$ cat config.mk
export PLATFORM = sky130hd
export DESIGN_NAME = dmem_ctrl
export DESIGN_NICKNAME = d
export VERILOG_FILES = /design/src/rtl/dmem_pkg.sv /design/src/rtl/dmem_byte_merge.sv /design/src/rtl/dmem_ctrl.sv
export SDC_FILE = /design/constraint.sdc
export NUM_CORES = 1
export LEC_CHECK = 0
export BUFFER_PORTS_ARGS = -buffer_cell sky130_fd_sc_hd__buf_4
export CAP_MARGIN = 15
export CORE_MARGIN = 2
export CORE_UTILIZATION = 35
export DETAILED_ROUTE_END_ITERATION = 8
export SLEW_MARGIN = 25
export SYNTH_ARGS = -nofsm -noshare
export SYNTH_HDL_FRONTEND = slang
export SYNTH_SLANG_ARGS = --single-unit
$ cat constraint.sdc
create_clock -name clk_i -period 2.65 [get_ports clk_i]
set_input_delay 0.265 -clock clk_i [delete_from_list [all_inputs] [get_ports clk_i]]
set_output_delay 0.265 -clock clk_i [all_outputs]
set_load 0.03 [all_outputs]
$ cat src/rtl/dmem_pkg.sv
// dmem_pkg: shared types and constants for the data memory controller.
// Consumers: dmem_ctrl (optional macro DMEM_FWD_EN), dmem_byte_merge.
`ifndef DATA_LEN
`define DATA_LEN 32
`endif
`ifndef ADDR_LEN
`define ADDR_LEN 32
`endif

package dmem_pkg;

    // Default geometry of the data BRAM.
    localparam int DMEM_DW = `DATA_LEN;
    localparam int DMEM_MW = DMEM_DW / 8;
    localparam int DMEM_AW = 16;

    // Word address is the byte address with the lane bits stripped.
    localparam int WA_LSB = 2;

    // Byte-enable pattern of a store that needs no read-modify-write.
    localparam logic [DMEM_MW-1:0] FULL_MASK = '1;

    // Store scheduler states.
    typedef enum logic [1:0] {
        IDLE      = 2'd0,
        RMW_RD    = 2'd1,
        RMW_MERGE = 2'd2
    } dmem_state_e;

endpackage

$ cat src/rtl/dmem_byte_merge.sv
// dmem_byte_merge: per-byte-lane select between an old and a new word.
// Lane i takes the new byte when mask_i[i] is set, else keeps the old byte.
module dmem_byte_merge
    import dmem_pkg::*;
#(
    parameter int MW = DMEM_MW
) (
    input  logic [MW*8-1:0] old_i,
    input  logic [MW*8-1:0] new_i,
    input  logic [MW-1:0]   mask_i,
    output logic [MW*8-1:0] merged_o
);

    // Lane-wise select; unmasked lanes pass the old word through.
    always_comb begin
        merged_o = old_i;
        for (int i = 0; i < MW; i++) begin
            if (mask_i[i]) begin
                merged_o[i*8 +: 8] = new_i[i*8 +: 8];
            end
        end
    end

endmodule

$ cat src/rtl/dmem_ctrl.sv
// dmem_ctrl: load/store scheduler in front of the single-dual-port data BRAM.
// Optional macro DMEM_FWD_EN forwards in-flight write data to hazard loads.
`ifndef DATA_LEN
`define DATA_LEN 32
`endif
`ifndef ADDR_LEN
`define ADDR_LEN 32
`endif

module dmem_ctrl
    import dmem_pkg::*;
#(
    parameter int AW = DMEM_AW,
    parameter int DW = DMEM_DW,
    parameter int MW = DW / 8
) (
    input  logic                 clk_i,
    input  logic                 reset_n_i,
    input  logic                 st_valid_i,
    output logic                 st_ready_o,
    input  logic [`ADDR_LEN-1:0] st_addr_i,
    input  logic [DW-1:0]        st_data_i,
    input  logic [MW-1:0]        st_mask_i,
    input  logic                 ld_valid_i,
    output logic                 ld_ready_o,
    input  logic [`ADDR_LEN-1:0] ld_addr_i,
    output logic                 ld_rvalid_o,
    output logic [DW-1:0]        ld_rdata_o,
    output logic                 mem_en_o,
    output logic [AW-1:0]        mem_waddr_o,
    output logic [DW-1:0]        mem_wdata_o,
    output logic [AW-1:0]        mem_raddr_o,
    input  logic [DW-1:0]        mem_rdata_i
);

    localparam int WA_HI = AW + WA_LSB - 1;

    // Scheduler state and captured partial store.
    dmem_state_e   state_q;
    logic          st_ready_q;
    logic          alive_q;
    logic [AW-1:0] cap_addr_q;
    logic [DW-1:0] cap_data_q;
    logic [MW-1:0] cap_mask_q;

    // Write port register.
    logic          wv_q, wv_d;
    logic [AW-1:0] waddr_q, waddr_d;
    logic [DW-1:0] wdata_q, wdata_d;

    // Load return.
    logic          rvalid_q;

    // Decoded request view.
    logic [AW-1:0] st_word;
    logic [AW-1:0] ld_word;
    logic          st_acc;
    logic          st_full;
    logic          st_part;
    logic          ld_acc;
    logic          hit_wr;
    logic          hit_rmw;
    logic          ld_block;
    logic [DW-1:0] merged;
    logic          unused_addr_bits;

    assign st_word = st_addr_i[WA_HI:WA_LSB];
    assign ld_word = ld_addr_i[WA_HI:WA_LSB];

    // High and lane address bits carry no meaning for a word BRAM.
    assign unused_addr_bits = ^{st_addr_i[`ADDR_LEN-1:WA_HI+1],
                                st_addr_i[WA_LSB-1:0],
                                ld_addr_i[`ADDR_LEN-1:WA_HI+1],
                                ld_addr_i[WA_LSB-1:0]};

    assign st_acc  = st_valid_i && st_ready_q;
    assign st_full = (st_mask_i == FULL_MASK);
    assign st_part = st_acc && !st_full && (|st_mask_i);
    assign ld_acc  = ld_valid_i && ld_ready_o;

    // Old word arrives from the BRAM during RMW_MERGE.
    dmem_byte_merge #(
        .MW(MW)
    ) u_merge (
        .old_i   (mem_rdata_i),
        .new_i   (cap_data_q),
        .mask_i  (cap_mask_q),
        .merged_o(merged)
    );

    // Load admission: the RMW read owns the port, and same-word races stall.
    always_comb begin
        hit_wr  = wv_q && (ld_word == waddr_q);
        hit_rmw = (state_q == RMW_MERGE) && (ld_word == cap_addr_q);
`ifdef DMEM_FWD_EN
        ld_block = hit_rmw;
`else
        ld_block = hit_rmw || hit_wr;
`endif
        ld_ready_o = alive_q && (state_q != RMW_RD) && !ld_block;
    end

    // Read port: the RMW read slot wins, otherwise the load address drives.
    always_comb begin
        mem_raddr_o = ld_word;
        if (state_q == RMW_RD) begin
            mem_raddr_o = cap_addr_q;
        end
    end

    // Next write: merged RMW word, else a full store straight through.
    always_comb begin
        wv_d    = 1'b0;
        waddr_d = waddr_q;
        wdata_d = wdata_q;
        if (state_q == RMW_MERGE) begin
            wv_d    = 1'b1;
            waddr_d = cap_addr_q;
            wdata_d = merged;
        end else if (st_acc && st_full) begin
            wv_d    = 1'b1;
            waddr_d = st_word;
            wdata_d = st_data_i;
        end
    end

    // Write port register; a reset drops any pending write.
    always_ff @(posedge clk_i) begin
        if (!reset_n_i) begin
            wv_q    <= 1'b0;
            waddr_q <= '0;
            wdata_q <= '0;
        end else begin
            wv_q    <= wv_d;
            waddr_q <= waddr_d;
            wdata_q <= wdata_d;
        end
    end

    // Store scheduler FSM with registered store-ready.
    always_ff @(posedge clk_i) begin
        if (!reset_n_i) begin
            state_q    <= IDLE;
            st_ready_q <= 1'b0;
            alive_q    <= 1'b0;
            cap_addr_q <= '0;
            cap_data_q <= '0;
            cap_mask_q <= '0;
        end else begin
            alive_q <= 1'b1;
            unique case (state_q)
                IDLE: begin
                    if (st_part) begin
                        state_q    <= RMW_RD;
                        st_ready_q <= 1'b0;
                        cap_addr_q <= st_word;
                        cap_data_q <= st_data_i;
                        cap_mask_q <= st_mask_i;
                    end else begin
                        st_ready_q <= 1'b1;
                    end
                end
                RMW_RD: begin
                    state_q    <= RMW_MERGE;
                    st_ready_q <= 1'b0;
                end
                RMW_MERGE: begin
                    state_q    <= IDLE;
                    st_ready_q <= 1'b1;
                end
                default: begin
                    state_q    <= IDLE;
                    st_ready_q <= 1'b0;
                end
            endcase
        end
    end

`ifdef DMEM_FWD_EN
    logic          fwd_q;
    logic [DW-1:0] fwd_data_q;

    // Load return; a load racing the write takes the write data directly.
    always_ff @(posedge clk_i) begin
        if (!reset_n_i) begin
            rvalid_q   <= 1'b0;
            fwd_q      <= 1'b0;
            fwd_data_q <= '0;
        end else begin
            rvalid_q   <= ld_acc;
            fwd_q      <= ld_acc && hit_wr;
            fwd_data_q <= wdata_q;
        end
    end

    assign ld_rdata_o = fwd_q ? fwd_data_q : mem_rdata_i;
`else
    // Load return: one valid pulse per accepted load.
    always_ff @(posedge clk_i) begin
        if (!reset_n_i) begin
            rvalid_q <= 1'b0;
        end else begin
            rvalid_q <= ld_acc;
        end
    end

    assign ld_rdata_o = mem_rdata_i;
`endif

    assign st_ready_o  = st_ready_q;
    assign ld_rvalid_o = rvalid_q;
    assign mem_en_o    = wv_q;
    assign mem_waddr_o = waddr_q;
    assign mem_wdata_o = wdata_q;

endmodule

* Word level (Yosys, flattened, before mapping)
Cells that the tools add are included.
** Word-level totals
- Memory bits (writable) :: 0
- Bits in latches :: 0
- Bits in registers :: 106
- Input bits :: 136
- ROM bits :: 0
- Memories :: 0
- Output and inout port bits :: 100
** Operators by class
- Shift operators :: 0
- Multiplexer cells :: 16
- Div/mod/pow operators :: 0
- Reductions and logical operators :: 16
- Bitwise operators :: 0
- $add $sub $neg :: 0
- Multiply operators :: 0
- Equal/unequal tests :: 7
- $lt $le $gt $ge :: 0
** Operator list (count)
- $mux W32 :: 2
- $mux W16 :: 3
- $eq A16 B16 Y1 :: 2
- $mux W8 :: 4
- $logic_and A1 B1 Y1 :: 9
- $eq A4 B4 Y1 const B :: 1
- $mux W1 :: 4
- $pmux W2 S2 :: 1
- $reduce_or A4 Y1 :: 1
- $eq A2 B1 Y1 const B :: 1
- $eq A2 B2 Y1 const B :: 1
- $logic_not A1 Y1 :: 2
- $logic_not A2 Y1 :: 1
- $mux W2 :: 1
- $ne A2 B1 Y1 const B :: 1
- $ne A2 B2 Y1 const B :: 1
- $pmux W1 S2 :: 1
- $reduce_and A2 Y1 :: 1
- $reduce_bool A2 Y1 :: 1
- $logic_or A1 B1 Y1 :: 1

* Logic depth before layout (Yosys ltp)
- Depth after elaboration :: 6
- Gate-level depth with buffers :: 7

* Cells and area by module
A second synthesis with hierarchy kept.
** Unflattened totals
- Cell total of the unflattened synthesis :: 594
- Area total of the unflattened synthesis :: 5559.1 um^2
** By module, submodules not included
- dmem_ctrl :: cells each 558, sequential area each 2122.0 um^2, instances 1, area each 5033.6 um^2
- dmem_byte_merge :: cells each 36, sequential area each 0.0 um^2, instances 1, area each 525.5 um^2

* Worst setup path before layout
No wires, ideal clock.
- Path type :: register -> output
- Start :: register state_q[1]
- End :: output port ld_ready_o
- Path buffers :: 2
- Required time :: 2385 ps
- Arrival :: 1334 ps
- Stages on the path, launching flop included :: 6
- Slack :: 1051 ps
- Path through :: dfxtp_1 nand2b_1 buf_2 buf_2 nand2_1 nor2_1
** On the way
- Longest elaborated chain between the ends :: 5
- Elaborated cells on any way between the ends :: 7
- Those cells by class :: eq/ne (2); reduce/logical (5)
** RTL lines
- from (decl) :: line dmem_ctrl.sv:39 : dmem_state_e state_q;
- from (signal assigned) :: line dmem_ctrl.sv:143 : state_q <= IDLE;
- from (signal assigned) :: line dmem_ctrl.sv:154 : state_q <= RMW_RD;
- from (signal assigned) :: line dmem_ctrl.sv:164 : state_q <= RMW_MERGE;
- $eq A2 B2 Y1 :: line dmem_ctrl.sv:94 : hit_rmw = (state_q == RMW_MERGE) && (ld_word == cap_addr_q);
- $logic_and A1 B1 Y1 :: line dmem_ctrl.sv:94
- $logic_or A1 B1 Y1 :: line dmem_ctrl.sv:98 : ld_block = hit_rmw || hit_wr;
- $logic_not A1 Y1 :: line dmem_ctrl.sv:100 : ld_ready_o = alive_q && (state_q != RMW_RD) && !ld_block;
- $logic_and A1 B1 Y1 * :: line dmem_ctrl.sv:100
- to (decl) :: line dmem_ctrl.sv:25 : output logic ld_ready_o,
Mark *: on every way between the ends. The rest lies on a longest branch, timed or not.

* Worst setup path after layout
Same ends and word-level chain as after synthesis.

==> results.yml <==
place:
  dpl_worst_slack_ns: 0.655
  portBuffers: 203
  post_dp_cell_area_um2: 6630
  dp_hpwl_um: 10700
  place_congestion: 0.922
clock_tree:
  cts_setup_buffers: 0
  cts_sinks: 106
  htreeDepth: 3
  cts_buffer_depth: 2
  clk_pin_slew_ns: 0.06
  cts_resized: 0
  tritoncts: "done"
  insertion_delay_ns: 0.35
  ctsHoldBuffers: 0
  cts-buffers-inserted: 9
  ctsRootBufferMaster: "clkbuf_16"
worst_hold_path:
  min_path_type: "input port to register"
finish:
  fillers: 1429
  ff_latch_area_um2: 2120
  drive_above_1_share_pct: 32.1
  antenna_cells: 0
  nets: 912
  syn2layout_area_growth_pct: 32.3
  multiInputGateArea_um2: 2620
  finalInstanceArea_um2: 6890
sta:
  holdWs_ns: 0.0548
  period_share_pct: 81.4
  slew-limit-headroom_pct: 56.6
  max_freq_mhz: 464
  tightestPinTransition_ns: 0.651
  grt_setup_unrepaired: "no"
  drv_slew: 0
  min_period_ns: 2.16
  fin_setup_tns_ns: 0
  postLayoutSetupSlackWorst_ns: 0.493
  hold_viol_final: 0
  setup_viol: 0
  clock_skew_ns: 0.00535
setup_path:
  cp_slowest_cell: "dfxtp_1"
  cp_slowest_stage_delay_ns: 0.38
  critPathLaunchType: "register"
  crit_type: "register to primary output"
  cp.arrival_ns: 1.89
  end_kind: "primary output"
  crit_fanout: 19
  path_cells: "nor2b_4 -> buf_4 -> nand2_1 -> o22ai_1 -> nor2_1 -> buf_4"
  crit_path_frequent_cell: "buf_4"
  required_ns: 2.38
synth:
  synth_cells: 630
  synth_top_area_share_pct: 40.7
  ys_seq_area_share_pct: 40.7
  ys_ff_latch: 106
  synth_mux_area_share_pct: 12.7
  synth-edff-count: 0
  synth-simple-area-share_pct: 16.3
  ys_warn_count: 0
  ys_top_cells_by_count: "173 x nand2_1, 106 x dfxtp_1, 84 x a21oi_1"
  synth_nets: 766
  synth_top_cell_by_area: "dfxtp_1"
  synthFlopType: "dfxtp_1"
  synthArstFlopShare_pct: 0
  synth_area_leaders: "dfxtp_1 41%, nand2_1 12%, mux2i_1 9.2%, a21oi_1 8.1%, xor2_1 5.0%"
  postSynthAreaPerCell_um2: 8.27
  synth_area_um2: 5210
  synth_cell_types: 27
  synth_top_family_by_area: "simple AND/OR/NAND/NOR gates"
  synth_compound_area_share_pct: 15.4
  synth.most_common_cell: "nand2_1"
  synthAdderAreaFrac_pct: 0
  synthXorXnorAreaFrac_pct: 5.38
route:
  drt-initial-drc-count: 202
  antenna_left: 0
  drt_first_pass_iters: 4
  route.detailed.drc: 0
  wl_per_cell_um: 15.8
  vias_per_cell: 5.07
  drt-total-wl_um: 15200
  via_count: 4880
global_route:
  antenna_found_initial: 0
  overflow: 0
  grt_pass1_wl_um: 24400
  grt_max_degree: 51
  globalRoute.busiestLayer: "met2"
  grt_pass1_vias: 4792
  grt_use_met3_pct: 4.80
  use_met2_pct: 30.0
  grt_usage_pct: 18.9
  grt_use_met1_pct: 24.7
die:
  io_pins: 236
  die_w_um: 126
  dieArea_um2: 15900
  coreArea_um2: 14500
  rows: 44
  die_h_um: 126
  start_util_pct: 35.8
status:
  status: "complete, no violations"
power:
  p_per_area_nw_per_um2: 532
  vdd_ir_drop_max_uv: 324
  p_leak_uw: 0.00274
run:
  cap_violations: 0
sequential cells by signal, summed over array words and instances (netlist names):
name and cells:
mem_wdata_o 32, st_ready_o 1, mem_en_o 1, state_q 2, cap_data_q 32, ld_rvalid_o 1, alive_q 1, cap_addr_q 16
mem_waddr_o 16, cap_mask_q 4
layer usage:
layer	part of all wire (%)	up-vias
li1	-	2401
met1	44	2247
met2	45	206
met3	7.8	26
met4	2.6	0
met5	0	-
logic make-up after synthesis:
family	count (synthesis)
DFF	106
buffers and inverters	81
and+or+nand+nor	212
muxes	64
xor gates and xnor gates	32
AOI/OAI and AO/OA	135
critical path, delay by kind of cell (launching register included):
kind | cells | cell delay [ns]
AO/OA/AOI/OAI | 1 | 0.22
buffers and inverters | 2 | 0.52
flip-flops | 1 | 0.38
AND/OR/NAND/NOR | 3 | 0.41
layout by cell type, fill, tap and decap left out:
cell | synthesis | routed
buf_4 | 34 | 212
nand2_1 | 173 | 173
dfxtp_1 | 106 | 106
a21oi_1 | 84 | 84
mux2i_1 | 48 | 48
o211ai_1 | 32 | 32
xor2_1 | 30 | 30
nor2_1 | 20 | 20
mux2_2 | 16 | 16
a211oi_1 | 16 | 16
clkbuf_16 | 0 | 9
nor4_1 | 7 | 7
nor3_1 | 4 | 4
buf_12 | 0 | 3
xnor2_1 | 2 | 2
nand4_1 | 2 | 2
clkbuf_1 | 17 | 2
clkbuf_8 | 0 | 2
nand2b_1 | 2 | 1
nor2b_4 | 0 | 1
o22ai_1 | 1 | 1
and4_4 | 1 | 1
a31oi_4 | 0 | 1
a31o_2 | 0 | 1
clkinv_2 | 0 | 1
nor4_2 | 1 | 1
nand2b_2 | 0 | 1
and2b_2 | 0 | 1
final cells by class:
type	count	area share [%]
clock buffers	13	3.78
multi-input cells	443	38.0
flip-flops and latches	106	30.8
well taps	184	3.34
inverters	1	0.0726
repair buffers	215	24.0
metrics by stage:
step / utilization, % / total power (uW) / instances
after floorplan: - / 2170 / 630
after global placement: 45.6 / 2460 / 949
after detailed placement: 45.6 / 2470 / 949
after CTS: 47.4 / 3720 / 962
after global routing: 47.4 / 3830 / 962
final: 47.4 / 3670 / 962
power by group:
part	total, uW	switching [uW]	internal (uW)
combinational	711	400	310
clock	1240	565	675
sequential	1720	59.0	1660
final timing paths:
| path | cells after the start | slack, ns | start | endpoint |
|---|---|---|---|---|
| setup reg to reg | 6 | 0.83 | st_ready_o$_SDFF_PN0_ | cap_mask_q[2]$_SDFFE_PN0P_ |
| hold reg to reg | 2 | 0.45 | alive_q$_DFF_P_ | ld_rvalid_o$_SDFF_PN0_ |
| setup / recovery | 6 | 0.49 | state_q[1]$_SDFFE_PN0P_ | ld_ready_o |
| hold / removal | 1 | 0.05 | reset_n_i | alive_q$_DFF_P_ |
Note: power is estimated with default switching activity, not from simulation.
